===== src/rtl/bullet_controller.sv =====
// Tank bullet launch/flight/cooldown controller with pixel hit-test output.
// Optional macro BULLET_COOLDOWN_EN enables the frame-counted cooldown state.
module bullet_controller #(
    parameter logic [9:0] BULLET_SIZE     = 10'd8,
    parameter logic [9:0] BULLET_STEP     = 10'd4,
    parameter logic [9:0] SCREEN_W        = 10'd640,
    parameter logic [9:0] SCREEN_H        = 10'd480,
    parameter logic [4:0] COOLDOWN_FRAMES = 5'd16
) (
    input  logic       Clk,
    input  logic       Reset_n,
    input  logic       frame_clk,
    input  logic       fire,
    input  logic       hit,
    input  logic [9:0] tankX,
    input  logic [9:0] tankY,
    input  logic [2:0] tank_dir,
    input  logic [9:0] DrawX,
    input  logic [9:0] DrawY,
    output logic       is_shooting,
    output logic       is_bullet,
    output logic [9:0] bullet_X,
    output logic [9:0] bullet_Y,
    output logic [2:0] bullet_dir
);

    localparam logic [1:0] IDLE     = 2'd0;
    localparam logic [1:0] FLY      = 2'd1;
    localparam logic [1:0] COOLDOWN = 2'd2;

`ifdef BULLET_COOLDOWN_EN
    localparam logic [1:0] END_FLIGHT = COOLDOWN;
`else
    localparam logic [1:0] END_FLIGHT = IDLE;
`endif

    localparam logic [10:0] BS    = {1'b0, BULLET_SIZE};
    localparam logic [10:0] ST    = {1'b0, BULLET_STEP};
    localparam logic [10:0] OFF   = (11'd32 - BS) >> 1;
    localparam logic [10:0] X_MAX = {1'b0, SCREEN_W} - BS;
    localparam logic [10:0] Y_MAX = {1'b0, SCREEN_H} - BS;

    logic [1:0]  state;
    logic        pending;
    logic [1:0]  fc_sync, fire_sync;
    logic        fc_q, fire_q;
    logic        tick, fire_evt;
    logic [10:0] tx, ty, bx, by;
    logic [10:0] sx, sy, nx, ny;
    logic        dir_ok, spawn_on, move_on;

    assign tick     = fc_sync[1] & ~fc_q;
    assign fire_evt = fire_sync[1] & ~fire_q;

    assign tx = {1'b0, tankX};
    assign ty = {1'b0, tankY};
    assign bx = {1'b0, bullet_X};
    assign by = {1'b0, bullet_Y};

    // Negative results wrap to >= 2040 in 11 bits, so the max test also rejects them.
    always_comb begin
        sx     = tx;
        sy     = ty;
        dir_ok = 1'b1;
        case (tank_dir)
            3'b001:  begin sx = tx + OFF;    sy = ty - BS;     end
            3'b100:  begin sx = tx + OFF;    sy = ty + 11'd32; end
            3'b010:  begin sx = tx + 11'd32; sy = ty + OFF;    end
            3'b011:  begin sx = tx - BS;     sy = ty + OFF;    end
            default: dir_ok = 1'b0;
        endcase
    end

    always_comb begin
        nx = bx;
        ny = by;
        case (bullet_dir)
            3'b001:  ny = by - ST;
            3'b100:  ny = by + ST;
            3'b010:  nx = bx + ST;
            3'b011:  nx = bx - ST;
            default: ;
        endcase
    end

    assign spawn_on = (sx <= X_MAX) && (sy <= Y_MAX);
    assign move_on  = (nx <= X_MAX) && (ny <= Y_MAX);

`ifdef BULLET_COOLDOWN_EN
    logic [4:0] cd_cnt;
`else
    logic unused_cd;
    assign unused_cd = ^COOLDOWN_FRAMES;
`endif

    always_ff @(posedge Clk or negedge Reset_n) begin
        if (!Reset_n) begin
            state      <= IDLE;
            pending    <= 1'b0;
            fc_sync    <= 2'b00;
            fire_sync  <= 2'b00;
            fc_q       <= 1'b0;
            fire_q     <= 1'b0;
            bullet_X   <= 10'd0;
            bullet_Y   <= 10'd0;
            bullet_dir <= 3'b000;
`ifdef BULLET_COOLDOWN_EN
            cd_cnt     <= 5'd0;
`endif
        end else begin
            fc_sync   <= {fc_sync[0], frame_clk};
            fire_sync <= {fire_sync[0], fire};
            fc_q      <= fc_sync[1];
            fire_q    <= fire_sync[1];
            case (state)
                IDLE: begin
                    if (pending && tick) begin
                        pending <= 1'b0;
                        if (dir_ok) begin
                            bullet_dir <= tank_dir;
                            if (spawn_on) begin
                                bullet_X <= sx[9:0];
                                bullet_Y <= sy[9:0];
                                state    <= FLY;
                            end else begin
                                state <= END_FLIGHT;
                            end
                        end
                    end else if (fire_evt) begin
                        pending <= 1'b1;
                    end
                end
                FLY: begin
                    if (hit) begin
                        state <= END_FLIGHT;
                    end else if (tick) begin
                        if (move_on) begin
                            bullet_X <= nx[9:0];
                            bullet_Y <= ny[9:0];
                        end else begin
                            state <= END_FLIGHT;
                        end
                    end
                end
                COOLDOWN: begin
`ifdef BULLET_COOLDOWN_EN
                    if (tick) begin
                        if (cd_cnt == COOLDOWN_FRAMES - 5'd1) begin
                            cd_cnt <= 5'd0;
                            state  <= IDLE;
                        end else begin
                            cd_cnt <= cd_cnt + 5'd1;
                        end
                    end
`else
                    state <= IDLE;
`endif
                end
                default: state <= IDLE;
            endcase
        end
    end

    assign is_shooting = (state == FLY);

    assign is_bullet = is_shooting
                    && ({1'b0, DrawX} >= bx) && ({1'b0, DrawX} < bx + BS)
                    && ({1'b0, DrawY} >= by) && ({1'b0, DrawY} < by + BS);

endmodule


===== config.mk =====
export PLATFORM = sky130hd
export DESIGN_NAME = bullet_controller
export DESIGN_NICKNAME = d
export VERILOG_FILES = /design/src/rtl/bullet_controller.sv
export SDC_FILE = /design/constraint.sdc
export NUM_CORES = 1
export LEC_CHECK = 0
export ABC_AREA = 1
export ABC_CLOCK_PERIOD_IN_PS = 2900
export BUFFER_PORTS_ARGS = -buffer_cell sky130_fd_sc_hd__buf_4
export CAP_MARGIN = 10
export CORE_MARGIN = 8
export CORE_UTILIZATION = 53
export DETAILED_ROUTE_END_ITERATION = 16
export PLACE_DENSITY_LB_ADDON = 0.05
export SKIP_CTS_REPAIR_TIMING = 1
export SYNTH_ARGS = -nofsm -noshare
export SYNTH_HDL_FRONTEND = slang
export SYNTH_SLANG_ARGS = --single-unit

===== constraint.sdc =====
create_clock -name Clk -period 2.9 [get_ports Clk]
set_input_delay 0.29 -clock Clk [delete_from_list [all_inputs] [get_ports Clk]]
set_output_delay 0.29 -clock Clk [all_outputs]
set_load 0.005 [all_outputs]

==> metrics <==
worst-margin pin slew between 0.6 and 0.7 ns; Slew headroom 0.5441; NetSw about 0.0021 W; htree depth 2; Starting DRT DRC Count between 300 and 400; Non-Filler Instances roughly 1000; Via Count ~5300; vias per cell approximately 5.5; min-delay src fire; fmax about 360 MHz; Mapped Cells between 700 and 800; DP HPWL roughly 11 mm; critical path endpoint is_bullet; CTS max path bufs 2; Hold Path Class in2reg; worst-path maximum fanout 5; full die area 12260 um^2; Min Hold Slack ~0.11 ns; leakage power around 3.1 nW; final worst slack about 0.12 ns; period utilization 0.9585; # nets final a little under 1000; vias in the first global route 5023; grt total ovfl 0; DRT Wirelength between 10 and 15 mm; Synth Cell Area approximately 4800 um^2; Port Buffers a little over 70; outcome finished, final reports clean; Setup crit start bullet_X[4]$_DFFE_PN0P_; CTS tree built; initial antenna violation count 0; power share of the clock group 0.108; power per cell area 714.4 nW/um^2; Period minus WS final between 2 and 3 ns; post-synthesis sequential area ratio 0.1632; starting density of the core 0.5452; unrepaired setup endpoints after global routing yes; final core utilization 0.6575; internal power roughly 0.002 W; Pins Over Slew Limit 0; first-pass GRT wire length roughly 23 mm; Reg-to-Reg End bullet_Y[5]$_DFFE_PN0P_; clock sink total 31; largest net degree at the start of global routing 32; Clock Skews about 0.0018 ns; logic gate share of total power 0.710; Post-synth EDFFs 0; placed instance count approximately 960; Reg clk slew, reported paths 0.07 ns; crit path DAT between 2 and 2.5 ns; Post-synth ARST share 1.000; Reg power frac 0.181; Fill cells around 860; Yosys cell types 40; flops & latches, synth 31; router iterations before antenna repair 6; I/O pin count 73; die height roughly 110 um; Core Region 8721 um^2; commonest non-fill, non-tap cells in the layout 221 x nand2_1, 103 x inv_1, 87 x buf_4, 77 x nand3_1, 63 x nor2_1; syn_area_per_cell slightly above 6 um^2; Hold Fails Final Rpt 0; Req. time, crit path 2.61 ns; critical path class reg2out; clk root buf clkbuf_8; die width approximately 110 um; worst r2r src bullet_dir[2]$_DFFE_PN0P_; drt wl/cell approximately 14 um; reg2reg path depth 17; # setup viols final 0; Area growth syn-to-layout 20.61%; crit start category register; Synth Warn # 0; GRT Util Overall 0.2144; Diodes inserted 0; Critical Path End Type primary output; Synthesized Nets 886; top_reg_cell synth dfrtp_1; pre-CTS WS around 0.011 ns; Clock Latency Late Sink between 0.2 and 0.3 ns; RD Place Congestion slightly above 0.9; share of post-route cells with drive strength above 1 0.1854; number of max-cap violations 0; commonest non-fill, non-tap cell in the layout nand2_1; TritonCTS Buffers 5; # rows 34; sw frac 0.5057; Routed Antenna Nets 0; FF-to-FF setup slack around 0.17 ns; VDD IR max about 0.25 mV; DRC 0; Power, Total around 0.0041 W
stage by stage:
step	instance area (um^2)	TNS, ns
finish	5734	0
global route	5734	-0.1515
CTS	5574	-0.3295
detailed placement	5456	0
global placement	5456	0
floorplan	4755	0
sequential cells by signal, indices dropped and copies added, names as in the netlist:
register / cells
fc_sync: 2
fire_sync: 2
bullet_Y: 10
bullet_dir: 3
state: 1
fc_q: 1
fire_q: 1
bullet_X: 10
pending: 1
worst min-delay path by stage:
stage               depth (start not counted)  slack [ns]                       to
CTS                                         1       -0.05           fc_q$_DFF_PN0_
global route                                1        0.10     fc_sync[0]$_DFF_PN0_
finish                                      1        0.11   fire_sync[0]$_DFF_PN0_
floorplan                                   0      -0.006  bullet_X[0]$_DFFE_PN0P_
detailed placement                          1        0.25  bullet_Y[9]$_DFFE_PN0P_
global placement                            1        0.25  bullet_Y[9]$_DFFE_PN0P_
kinds of logic after synthesis:
family,after synthesis,synth area share
fa+ha+maj,64,0.1716
buf+inv,125,0.1058
flops,31,0.1632
simple gates,441,0.4205
compound gates,101,0.1168
xor+xnor,12,0.02211
area by class of cell:
class                   count  area [um^2]  area share
clock buffers               6        82.58     0.01440
clock inverters             2        35.03    0.006110
inverters                 113        424.2     0.07397
multi-input cells         619         3573      0.6232
flip-flops and latches     31        779.5      0.1359
well taps                 108        135.1     0.02357
repair buffers             92        704.4      0.1228
synth_stat cells, types with 2 or more instances:
library cell | n | area, um^2
a21boi_0 | 2 | 15.01
a21oi_1 | 34 | 170.2
a31oi_1 | 2 | 12.51
and3_1 | 2 | 12.51
buf_2 | 3 | 15.01
buf_6 | 2 | 22.52
clkbuf_1 | 5 | 18.77
dfrtp_1 | 31 | 775.7
fa_1 | 2 | 40.04
ha_1 | 62 | 775.7
inv_1 | 104 | 390.4
inv_2 | 8 | 30.03
nand2_1 | 225 | 844.6
nand2_2 | 12 | 75.07
nand3_1 | 78 | 390.4
nand3_2 | 3 | 30.03
nand3_4 | 4 | 70.07
nand3b_1 | 3 | 22.52
nand4_1 | 32 | 200.2
nor2_1 | 64 | 240.2
nor2_2 | 4 | 25.02
nor3_1 | 8 | 40.04
o211ai_1 | 3 | 22.52
o21a_1 | 4 | 30.03
o21ai_0 | 40 | 200.2
o21ai_1 | 6 | 30.03
o21bai_1 | 2 | 15.01
o22ai_1 | 4 | 25.02
o41ai_1 | 2 | 17.52
or2_2 | 3 | 18.77
xnor2_1 | 3 | 26.28
xor2_1 | 9 | 78.83
metal layers:
metal	wire (um)	share of wire	global-route usage	vias up
met3	924	0.067	0.03517	12
met4	149	0.011	0.03514	0
met1	6138	0.45	0.2757	2376
met2	6505	0.47	0.3704	185
li1	-	-	-	2743
met5	0	0	0	-
critical path, cell delays in order, from the launching register on:
cell      delay (ns)
dfrtp_2         0.45
inv_1           0.16
nor3_4          0.06
xor2_1          0.14
ha_1            0.30
nand2_1         0.07
or3b_4          0.37
o21ai_2         0.11
nand3_1         0.07
a21boi_1        0.15
o22ai_1         0.08
nand4_1         0.07
nor2_1          0.04
buf_4           0.13
power by group through the flow:
stage / clock network (W) / logic [W] / registers, W
final: 0.000443 / 0.00291 / 0.000743
after CTS: 0.000447 / 0.00275 / 0.000739
after global placement: 0 / 0.00266 / 0.000741
after global routing: 0.000463 / 0.00330 / 0.000762
after floorplan: 0 / 0.00183 / 0.000762
after detailed placement: 0 / 0.00273 / 0.000747
Power figures use the tool's default switching activity.
